===== src/rtl/dice_pkg.sv =====
// Shared types and face helpers for the dice result tracker.
package dice_pkg;

  typedef enum logic [1:0] {
    IDLE,
    ROLLING,
    SETTLE,
    PRESENT
  } state_t;

  localparam logic [2:0] FACE_MIN = 3'd1;
  localparam logic [2:0] FACE_MAX = 3'd6;

  localparam int unsigned ROLL_CNT_W   = 16;
  localparam int unsigned SETTLE_CNT_W = 4;
  localparam int unsigned FACE_NUM     = 6;

  // A face is usable only in the range 1..6; 0 and 7 mean the roller glitched.
  function automatic logic is_legal_face(input logic [2:0] face);
    return (face >= FACE_MIN) && (face <= FACE_MAX);
  endfunction

endpackage


===== src/rtl/dice_result_tracker_if.sv =====
// Valid/ready result channel from the tracker to its consumer.
interface dice_result_tracker_if;
  logic       res_valid;
  logic       res_ready;
  logic [2:0] res_value;
  logic       res_double;

  modport master (output res_valid, output res_value, output res_double, input res_ready);
  modport slave  (input res_valid, input res_value, input res_double, output res_ready);
endinterface


===== src/rtl/dice_face_hist.sv =====
// Per-face accepted-result counters (saturating) with a combinational read mux.
module dice_face_hist
  import dice_pkg::*;
#(
  parameter int unsigned CNT_W = 8
) (
  input  logic             clk,
  input  logic             rst,
  input  logic             inc,
  input  logic [2:0]       face,
  input  logic [2:0]       hist_sel,
  output logic [CNT_W-1:0] hist_count
);

  logic [CNT_W-1:0] cnt [FACE_NUM];

  // Bump the counter of the accepted face, holding at all-ones.
  always_ff @(posedge clk or posedge rst) begin
    if (rst) begin
      for (int i = 0; i < FACE_NUM; i++) cnt[i] <= '0;
    end else if (inc) begin
      for (int i = 0; i < FACE_NUM; i++) begin
        if ((face == 3'(i + 1)) && (cnt[i] != '1)) cnt[i] <= cnt[i] + CNT_W'(1);
      end
    end
  end

  // Select 1..6 reads a counter; 0 and 7 read zero.
  always_comb begin
    hist_count = '0;
    for (int i = 0; i < FACE_NUM; i++) begin
      if (hist_sel == 3'(i + 1)) hist_count = cnt[i];
    end
  end

endmodule


===== src/rtl/dice_result_tracker.sv =====
// Captures one settled dice result per roll, presents it on valid/ready and keeps stats.
// Optional per-face histogram: define DICE_HISTOGRAM_EN.
module dice_result_tracker
  import dice_pkg::*;
#(
  parameter int unsigned SETTLE_CYC = 2,
  parameter int unsigned TOT_W      = 16
`ifdef DICE_HISTOGRAM_EN
  , parameter int unsigned CNT_W    = 8
`endif
) (
  input  logic                   clk,
  input  logic                   rst,
  input  logic                   button,
  input  logic [2:0]             throw,
  dice_result_tracker_if.master  res,
  output logic [ROLL_CNT_W-1:0]  roll_count,
  output logic [TOT_W-1:0]       total,
  output logic                   err_invalid
`ifdef DICE_HISTOGRAM_EN
  , input  logic [2:0]           hist_sel
  , output logic [CNT_W-1:0]     hist_count
`endif
);

  localparam int unsigned SUM_W = TOT_W + 1;
  localparam logic [SETTLE_CNT_W-1:0] SETTLE_LOAD = SETTLE_CNT_W'(SETTLE_CYC - 1);

  state_t                  state;
  logic [SETTLE_CNT_W-1:0] settle_cnt;
  logic                    button_q;
  logic                    valid_q;
  logic [2:0]              value_q;
  logic                    double_q;
  logic                    prev_vld;
  logic [2:0]              prev_val;
  logic                    fall_c;
  logic                    hs_c;
  logic [SUM_W-1:0]        sum_c;

  assign fall_c = button_q & ~button;
  assign hs_c   = valid_q & res.res_ready;
  assign sum_c  = {1'b0, total} + SUM_W'(value_q);

  assign res.res_valid  = valid_q;
  assign res.res_value  = value_q;
  assign res.res_double = double_q;

  // Button history for falling-edge detection.
  always_ff @(posedge clk or posedge rst) begin
    if (rst) button_q <= 1'b0;
    else     button_q <= button;
  end

  // Roll sequencing: wait for release, let throw settle, then capture or flag.
  always_ff @(posedge clk or posedge rst) begin
    if (rst) begin
      state       <= IDLE;
      settle_cnt  <= '0;
      valid_q     <= 1'b0;
      value_q     <= '0;
      double_q    <= 1'b0;
      err_invalid <= 1'b0;
    end else begin
      err_invalid <= 1'b0;
      case (state)
        IDLE: begin
          if (button) state <= ROLLING;
        end
        ROLLING: begin
          if (fall_c) begin
            state      <= SETTLE;
            settle_cnt <= SETTLE_LOAD;
          end
        end
        SETTLE: begin
          if (button) begin
            state <= ROLLING;
          end else if (settle_cnt == '0) begin
            if (is_legal_face(throw)) begin
              value_q  <= throw;
              double_q <= prev_vld && (prev_val == throw);
              valid_q  <= 1'b1;
              state    <= PRESENT;
            end else begin
              err_invalid <= 1'b1;
              state       <= IDLE;
            end
          end else begin
            settle_cnt <= settle_cnt - SETTLE_CNT_W'(1);
          end
        end
        PRESENT: begin
          if (hs_c) begin
            valid_q <= 1'b0;
            state   <= button ? ROLLING : IDLE;
          end
        end
        default: state <= IDLE;
      endcase
    end
  end

  // Statistics advance only when the consumer takes a result.
  always_ff @(posedge clk or posedge rst) begin
    if (rst) begin
      roll_count <= '0;
      total      <= '0;
      prev_vld   <= 1'b0;
      prev_val   <= '0;
    end else if (hs_c) begin
      roll_count <= roll_count + ROLL_CNT_W'(1);
      total      <= sum_c[TOT_W] ? '1 : sum_c[TOT_W-1:0];
      prev_vld   <= 1'b1;
      prev_val   <= value_q;
    end
  end

`ifdef DICE_HISTOGRAM_EN
  dice_face_hist #(
    .CNT_W (CNT_W)
  ) u_hist (
    .clk        (clk),
    .rst        (rst),
    .inc        (hs_c),
    .face       (value_q),
    .hist_sel   (hist_sel),
    .hist_count (hist_count)
  );
`endif

endmodule


===== src/flat_wrapper.sv =====
// flat-port wrapper written by rule: the top's interface ports become plain ports
module dice_result_tracker_flat import dice_pkg::*;
#(
  parameter int unsigned SETTLE_CYC = 2,
  parameter int unsigned TOT_W      = 16

)
  (clk, rst, button, throw, roll_count, total, err_invalid, res_res_valid, res_res_value, res_res_double, res_res_ready);
  dice_result_tracker_if res_i ();
  input  logic clk;
  input  logic rst;
  input  logic button;
  input  logic [2:0] throw;
  output logic [ROLL_CNT_W-1:0] roll_count;
  output logic [TOT_W-1:0] total;
  output logic err_invalid;
  output wire logic [$bits(res_i.res_valid)-1:0] res_res_valid;
  output wire logic [$bits(res_i.res_value)-1:0] res_res_value;
  output wire logic [$bits(res_i.res_double)-1:0] res_res_double;
  input wire logic [$bits(res_i.res_ready)-1:0] res_res_ready;
  assign res_res_valid = res_i.res_valid;
  assign res_res_value = res_i.res_value;
  assign res_res_double = res_i.res_double;
  assign res_i.res_ready = res_res_ready;
  dice_result_tracker #(.SETTLE_CYC(SETTLE_CYC), .TOT_W(TOT_W)) u_core (.clk(clk), .rst(rst), .button(button), .throw(throw), .res(res_i), .roll_count(roll_count), .total(total), .err_invalid(err_invalid));
endmodule

===== config.mk =====
export PLATFORM = sky130hd
export DESIGN_NAME = dice_result_tracker_flat
export DESIGN_NICKNAME = d
export VERILOG_FILES = /design/src/rtl/dice_pkg.sv /design/src/rtl/dice_result_tracker_if.sv /design/src/rtl/dice_face_hist.sv /design/src/rtl/dice_result_tracker.sv /design/src/flat_wrapper.sv
export SDC_FILE = /design/constraint.sdc
export NUM_CORES = 1
export LEC_CHECK = 0
export ABC_CLOCK_PERIOD_IN_PS = 2700
export CAP_MARGIN = 30
export CORE_ASPECT_RATIO = 0.8
export CORE_MARGIN = 5
export CORE_UTILIZATION = 25
export CTS_CLUSTER_SIZE = 14
export DETAILED_ROUTE_END_ITERATION = 8
export DONT_BUFFER_PORTS = 1
export PLACE_DENSITY = 0.49
export REMOVE_ABC_BUFFERS = 1
export SYNTH_ARGS = -nofsm -noshare
export SYNTH_HDL_FRONTEND = slang
export SYNTH_SLANG_ARGS = --single-unit
export TNS_END_PERCENT = 100

===== constraint.sdc =====
create_clock -name clk -period 2.7 [get_ports clk]
set_input_delay 0.405 -clock clk [delete_from_list [all_inputs] [get_ports clk]]
set_output_delay 0.405 -clock clk [all_outputs]
set_load 0.01 [all_outputs]

==> results of run 1 <==
per-stage QoR:
step / worst slack [ns] / hold WS (ns) / utilization
after floorplan: 0.7183 / 0.4343 / -
after global placement: 0.3833 / 0.3824 / 0.2731
after detailed placement: 0.3910 / 0.3844 / 0.2731
after CTS: 0.3766 / 0.06355 / 0.2920
after global routing: 0.2399 / 0.08530 / 0.2920
final: 0.4115 / 0.04239 / 0.2920
cells in the final DEF, fill, tap and decap left out, types with 2 or more instances in the layout:
master / synthesis / layout
a31oi_1: 2 / 2
mux2_2: 9 / 9
and3_1: 3 / 3
nand4_1: 11 / 11
nand2_1: 33 / 33
xor2_1: 7 / 7
nor4_1: 4 / 4
buf_4: 0 / 3
inv_1: 5 / 4
nand2b_1: 2 / 2
a21oi_1: 2 / 2
mux2i_1: 2 / 2
o211ai_1: 2 / 2
xnor2_1: 21 / 21
or3_1: 2 / 2
nand3_1: 12 / 12
nor3_1: 8 / 8
dfrtp_1: 49 / 49
clkbuf_16: 0 / 5
o21ai_0: 4 / 4
nor2_1: 12 / 12
nor3b_1: 3 / 3
ha_1: 6 / 6
flip-flops by register name (all words and copies together) (netlist names):
name	count
u_core.state	2
u_core.res.res_value	3
u_core.res.res_double	1
u_core.err_invalid	1
u_core.roll_count	16
u_core.button_q	1
u_core.prev_val	3
u_core.prev_vld	1
u_core.res.res_valid	1
u_core.settle_cnt	4
u_core.total	16
worst max-delay path: cells and delay by family (launching register included):
family | cells | cell delay (ns)
AOI/OAI and AO/OA | 2 | 0.45
adders and majority gates | 2 | 0.67
and+or+nand+nor | 2 | 0.56
DFF | 1 | 0.46
logic make-up (layout without fill, tap and decap cells):
group	Yosys count	after routing
flops	49	49
mux	11	11
fa+ha+maj	7	7
simple gates	98	98
xor+xnor	28	28
compound gates	15	15
buf+inv	8	16
final cells by class:
cell class	instances	share of cell area
inverter	5	0.007082
timing repair buffer	3	0.008499
multi-input combinational	159	0.4027
clock buffer	5	0.04721
tap	115	0.05430
clock inverter	3	0.01747
sequential	49	0.4627
Yosys cell counts, types with 2 or more instances:
| master | count |
|---|---|
| mux2_2 | 9 |
| mux2i_1 | 2 |
| nand3_1 | 12 |
| nor3b_1 | 3 |
| or3_1 | 2 |
| a21oi_1 | 2 |
| xnor2_1 | 21 |
| nand2b_1 | 2 |
| nor2_1 | 12 |
| o211ai_1 | 2 |
| o21ai_0 | 4 |
| a31oi_1 | 2 |
| ha_1 | 6 |
| nand2_1 | 33 |
| nor4_1 | 4 |
| dfrtp_1 | 49 |
| nand4_1 | 11 |
| and3_1 | 3 |
| nor3_1 | 8 |
| xor2_1 | 7 |
| inv_1 | 5 |
metal layers:
metal | vias up | track usage | share of wire
met1 | 754 | 0.1278 | 0.50
met2 | 30 | 0.1356 | 0.43
met4 | 0 | 0.03152 | 0.0069
met5 | - | 0 | 0
met3 | 4 | 0.03525 | 0.064
li1 | 786 | - | -
path summary, 6_finish.rpt:
| path | start | endpoint | slack (ns) | depth (start not counted) |
|---|---|---|---|---|
| max in group asynchronous | rst | u_core.button_q | 1.92 | 2 |
| min in group clk | button | u_core.button_q | 0.14 | 0 |
| hold reg to reg | u_core.prev_vld | u_core.prev_vld | 0.47 | 1 |
| setup reg to reg | u_core.res.res_value[0] | u_core.total[2] | 0.41 | 6 |
| hold / removal | rst | u_core.roll_count[15] | 0.04 | 1 |
| setup / recovery | u_core.res.res_value[0] | u_core.total[2] | 0.41 | 6 |
report_power, final:
part | internal [µW] | total [µW] | switching (µW)
Clock | 438 | 713 | 275
Sequential | 881 | 1140 | 259
Combinational | 219 | 431 | 212
Total | 1540 | 2280 | 746
==> reports/qor.yml, run 1 <==
layout:
  fin_area_mm2: 0.002650
  regArea_mm2: 0.001226
  layout-drive-gt1-share: 0.1116
  multiInputGateArea_mm2: 0.001067
  nets: 237
  n_fill_cell: 944
  antennaDiodeCount: 0
  final_cells: 339
  syn_to_final_growth_pct: 13.69
yosys:
  synthCells: 216
  synthAdderAreaFrac: 0.04079
  syn-cell-area_mm2: 0.002331
  synth_top_area_cell: "dfrtp_1"
  avgSynthCellArea_um2: 10.79
  synth_top_area_frac: 0.5260
  ys_seq_area_frac: 0.5260
  ys_warn_count: 0
  ys_ff_latch: 49
  synth_edf_count: 0
  synth_top_family_by_area: "simple AND/OR/NAND/NOR gates"
  synthXorXnorAreaFrac: 0.1052
  synth_area_leaders: "dfrtp_1, xnor2_1, nand2_1, mux2_2, ha_1"
  synth-compound-area-share: 0.04240
  synthSimpleGateAreaFrac: 0.2174
  async_reset_ff_frac: 1.000
  yosys-mux-area-fraction: 0.05207
  yosys_most_used_dff: "dfrtp_1"
  ys_types: 38
setup_path:
  arrival_ns: 2.43
  endpoint_kind: "flip-flop"
  cp_slowest_stage_delay_ns: 0.46
  worstSetupPathType: "flip-flop to flip-flop"
  cp_cell_sequence: "ha_1 > fa_1 > a21oi_1 > nor2_1 > nand4_1 > o211ai_1"
  critical_path.max_fanout: 12
  cp.required_ns: 2.84
  cpMaxStageDelayCell: "dfrtp_1"
  startpoint_type: "flip-flop"
cts:
  path_clk_slew_ns: 0.07
  cts_buffers: 5
  htreeDepth: 2
  cts_setup_buffers: 0
  cts_root_buf: "clkbuf_16"
  cts_tree: "yes"
  post_cts_resized: 0
  postCtsHoldBufs: 0
  clk_latency_ns: 0.29
  numClockSinks: 49
  cts_buffer_depth: 2
grt:
  grt_max_degree: 27
  grt_antenna_before_repair: 0
  grt_usage: 0.09343
  grt_overflow: 0
  grt_pass1_wl_um: 8438
  grt_pass1_vias: 1652
sta:
  slew_headroom: 0.5170
  timing.final.crit_share: 0.8476
  post-route-min-period_ns: 2.288
  rsz0062_at_grt: "no"
  hold_viol: 0
  clock_skew_ns: 0.006804
  maxSlewViolCount: 0
  fin_tns_setup_ns: 0
  clock.fmax_mhz: 437.0
  tightest_slew_ns: 0.7202
  finalSetupViolations: 0
detailed_routing:
  routed_wl_um: 5039
  wl_per_cell_um: 14.86
  route.detailed.drc: 0
  drt_pass1_iterations: 4
  num_vias: 1574
  drtAntennaViolNets: 0
  vias_per_cell: 4.643
  drt-initial-drc-count: 52
floorplanning:
  fp-row-count: 31
  core-area_mm2: 0.009076
  die_w_um: 118.0
  die_area_mm2: 0.01137
  die_y_um: 96.37
  initial_core_util: 0.2568
  num_io_pins: 45
place:
  place_area_mm2: 0.002479
  hpwlAfterDp_um: 3806
  routabilityCongestion: 0.7192
  placed_cells: 331
  io_buffer_count: 0
flow_run:
  maxCapViolCount: 0
power_and_ir_drop:
  power.total_uw: 2285
  p_per_area_mw_per_mm2: 862.2
  peakVddDrop_v: 0.0003232
  p_leak_uw: 0.001179
hold_path:
  min-delay-path-class: "primary input to async pin"
run_status:
  outcome: "complete, no violations"
No activity file was read; power rests on OpenSTA's default activity.
==> run 2, diff against run 1 <==
--- a/config.mk
+++ b/config.mk
@@ -5,7 +5,7 @@
 export SDC_FILE = /design/constraint.sdc
 export NUM_CORES = 1
 export LEC_CHECK = 0
-export ABC_CLOCK_PERIOD_IN_PS = 2700
+export ABC_CLOCK_PERIOD_IN_PS = 2200
 export CAP_MARGIN = 30
 export CORE_ASPECT_RATIO = 0.8
 export CORE_MARGIN = 5
==> constraint.sdc (replaced) <==
create_clock -name clk -period 2.2 [get_ports clk]
set_input_delay 0.33 -clock clk [delete_from_list [all_inputs] [get_ports clk]]
set_output_delay 0.33 -clock clk [all_outputs]
set_load 0.01 [all_outputs]
==> reports/qor.yml, run 2 (synthesis gave the netlist of run 1 again) <==
sta:
  slew_headroom: 0.6245
  rsz0062_at_grt: "no"
  post-route-min-period_ns: 2.038
  clock_skew_ns: 0.007684
  clock.fmax_mhz: 490.7
  fin_tns_setup_ns: 0
  hold_viol: 0
  timing.final.crit_share: 0.9264
  tightest_slew_ns: 0.5589
  finalSetupViolations: 0
  maxSlewViolCount: 0
layout:
  top_regs: "u_core.roll_count (16), u_core.total (16), u_core.settle_cnt (4)"
  syn_to_final_growth_pct: 17.87
  multiInputGateArea_mm2: 0.001074
  n_fill_cell: 956
  antennaDiodeCount: 0
  final_common_cell: "dfrtp_1"
  nets: 251
  final_util: 0.3027
  layout-drive-gt1-share: 0.1639
  final_cells: 353
  final_cell_mix: "dfrtp_1, nand2_1, xnor2_1"
  regArea_mm2: 0.001226
detailed_routing:
  route.detailed.drc: 0
  num_vias: 1643
  drt-initial-drc-count: 43
  routed_wl_um: 5407
  drt_pass1_iterations: 4
  drtAntennaViolNets: 0
  vias_per_cell: 4.654
  wl_per_cell_um: 15.32
floorplanning:
  num_io_pins: 45
  core-area_mm2: 0.009076
  fp-row-count: 31
  die_w_um: 118.0
  die_y_um: 96.37
  die_area_mm2: 0.01137
  initial_core_util: 0.2568
power_and_ir_drop:
  peakVddDrop_v: 0.0004082
  p_int_uw: 1860
  switching_share: 0.3377
  p_per_area_mw_per_mm2: 1022
  combPwrFrac: 0.265
  power_frac_seq: 0.465
  switching_power_uw: 948.4
  p_clk_frac: 0.270
  p_leak_uw: 0.001241
grt:
  grt_usage: 0.1013
  grt_antenna_before_repair: 0
  grt_overflow: 0
  grt_max_degree: 34
  grt_pass1_vias: 1698
  grt_pass1_wl_um: 9032
cts:
  cts_setup_buffers: 0
  cts_buffer_depth: 2
  clk_latency_ns: 0.29
  path_clk_slew_ns: 0.07
  cts_buffers: 5
  htreeDepth: 2
  cts_root_buf: "clkbuf_16"
  cts_tree: "yes"
  numClockSinks: 49
place:
  routabilityCongestion: 0.7480
  io_buffer_count: 0
  placed_cells: 344
  hpwlAfterDp_um: 4003
setup_path:
  cp.required_ns: 2.38
  arrival_ns: 2.21
  critical_path.max_fanout: 4
  endpoint_kind: "flip-flop"
  cpMaxStageDelayCell: "or2_2"
  critical_path_buf_inv_count: 0
  cp_cell_sequence: "ha_1 > fa_1 > a21oi_1 > or2_2 > nor4_2 > mux2_2"
  startpoint_type: "flip-flop"
  reg2reg_depth: 6
  path_depth: 6
  worstSetupPathType: "flip-flop to flip-flop"
  path_delay_family: "simple AND/OR/NAND/NOR gates"
  cp_slowest_stage_delay_ns: 0.36
run_status:
  outcome: "complete, no violations"
flow_run:
  maxCapViolCount: 0
hold_path:
  hold_depth: 0
  min-delay-path-class: "primary input to flip-flop"
-- run 2: cell types whose count changed in the layout (fill, tap and decap cells not counted) --
cell           before  now
buf_12              0    1
buf_4               3   15
bufinv_16           1    0
clkinv_2            0    2
clkinv_4            1    0
dlygate4sd3_1       0    1
nor4_1              4    3
nor4_2              0    1
-- run 2: metrics by stage --
stage,power [µW],hold WS [ns],worst slack [ns],area (µm²)
2_1_floorplan,1768,0.3614,0.2183,2312
3_3_place_gp,2063,0.2234,0.1978,2589
3_5_place_dp,2079,0.2311,0.1507,2589
4_1_cts,2871,0.05350,0.1258,2741
5_1_grt,3023,0.04669,0.04085,2748
6_report,2809,0.06653,0.1620,2748
-- run 2: what timing repair did --
| action | 4_1_cts | 5_1_grt |
|---|---|---|
| gates resized for setup | 0 | 1 |
| endpoints found under the setup margin | 0 | 1 |
| endpoints found under the hold margin | 16 | 0 |
| hold buffers | 1 | 0 |
-- run 2: per-layer routing --
layer,GRT usage,wire (µm)
met2,0.1427,2306
met1,0.1420,2694
met4,0.02865,57
met5,0,0
met3,0.04172,349
-- run 2: final timing paths --
path	from	endpoint	slack [ns]
worst max-delay path	u_core.res.res_value[0]	u_core.total[14]	0.16
worst min-delay path	button	u_core.button_q	0.07
worst max register to register	u_core.res.res_value[0]	u_core.total[14]	0.16
worst min register to register	u_core.prev_vld	u_core.prev_vld	0.48
max in group asynchronous	rst	u_core.res.res_value[1]	1.20
min in group asynchronous	rst	u_core.roll_count[15]	0.48
-- run 2: power groups by stage --
stage | Sequential, µW | Clock (µW) | Combinational [µW]
after global routing | 1340 | 843 | 842
after detailed placement | 1330 | 0 | 751
after global placement | 1320 | 0 | 741
after floorplan | 1330 | 0 | 438
final | 1310 | 758 | 744
after CTS | 1310 | 801 | 760
-- run 2: final cells by class --
class                           count  area share
Timing Repair Buffer               17     0.05191
Clock buffer                        5     0.04554
Tap cell                          115     0.05237
Clock inverter                      3    0.006375
Sequential cell                    49      0.4463
Inverter                            5    0.006831
Multi-Input combinational cell    159      0.3907
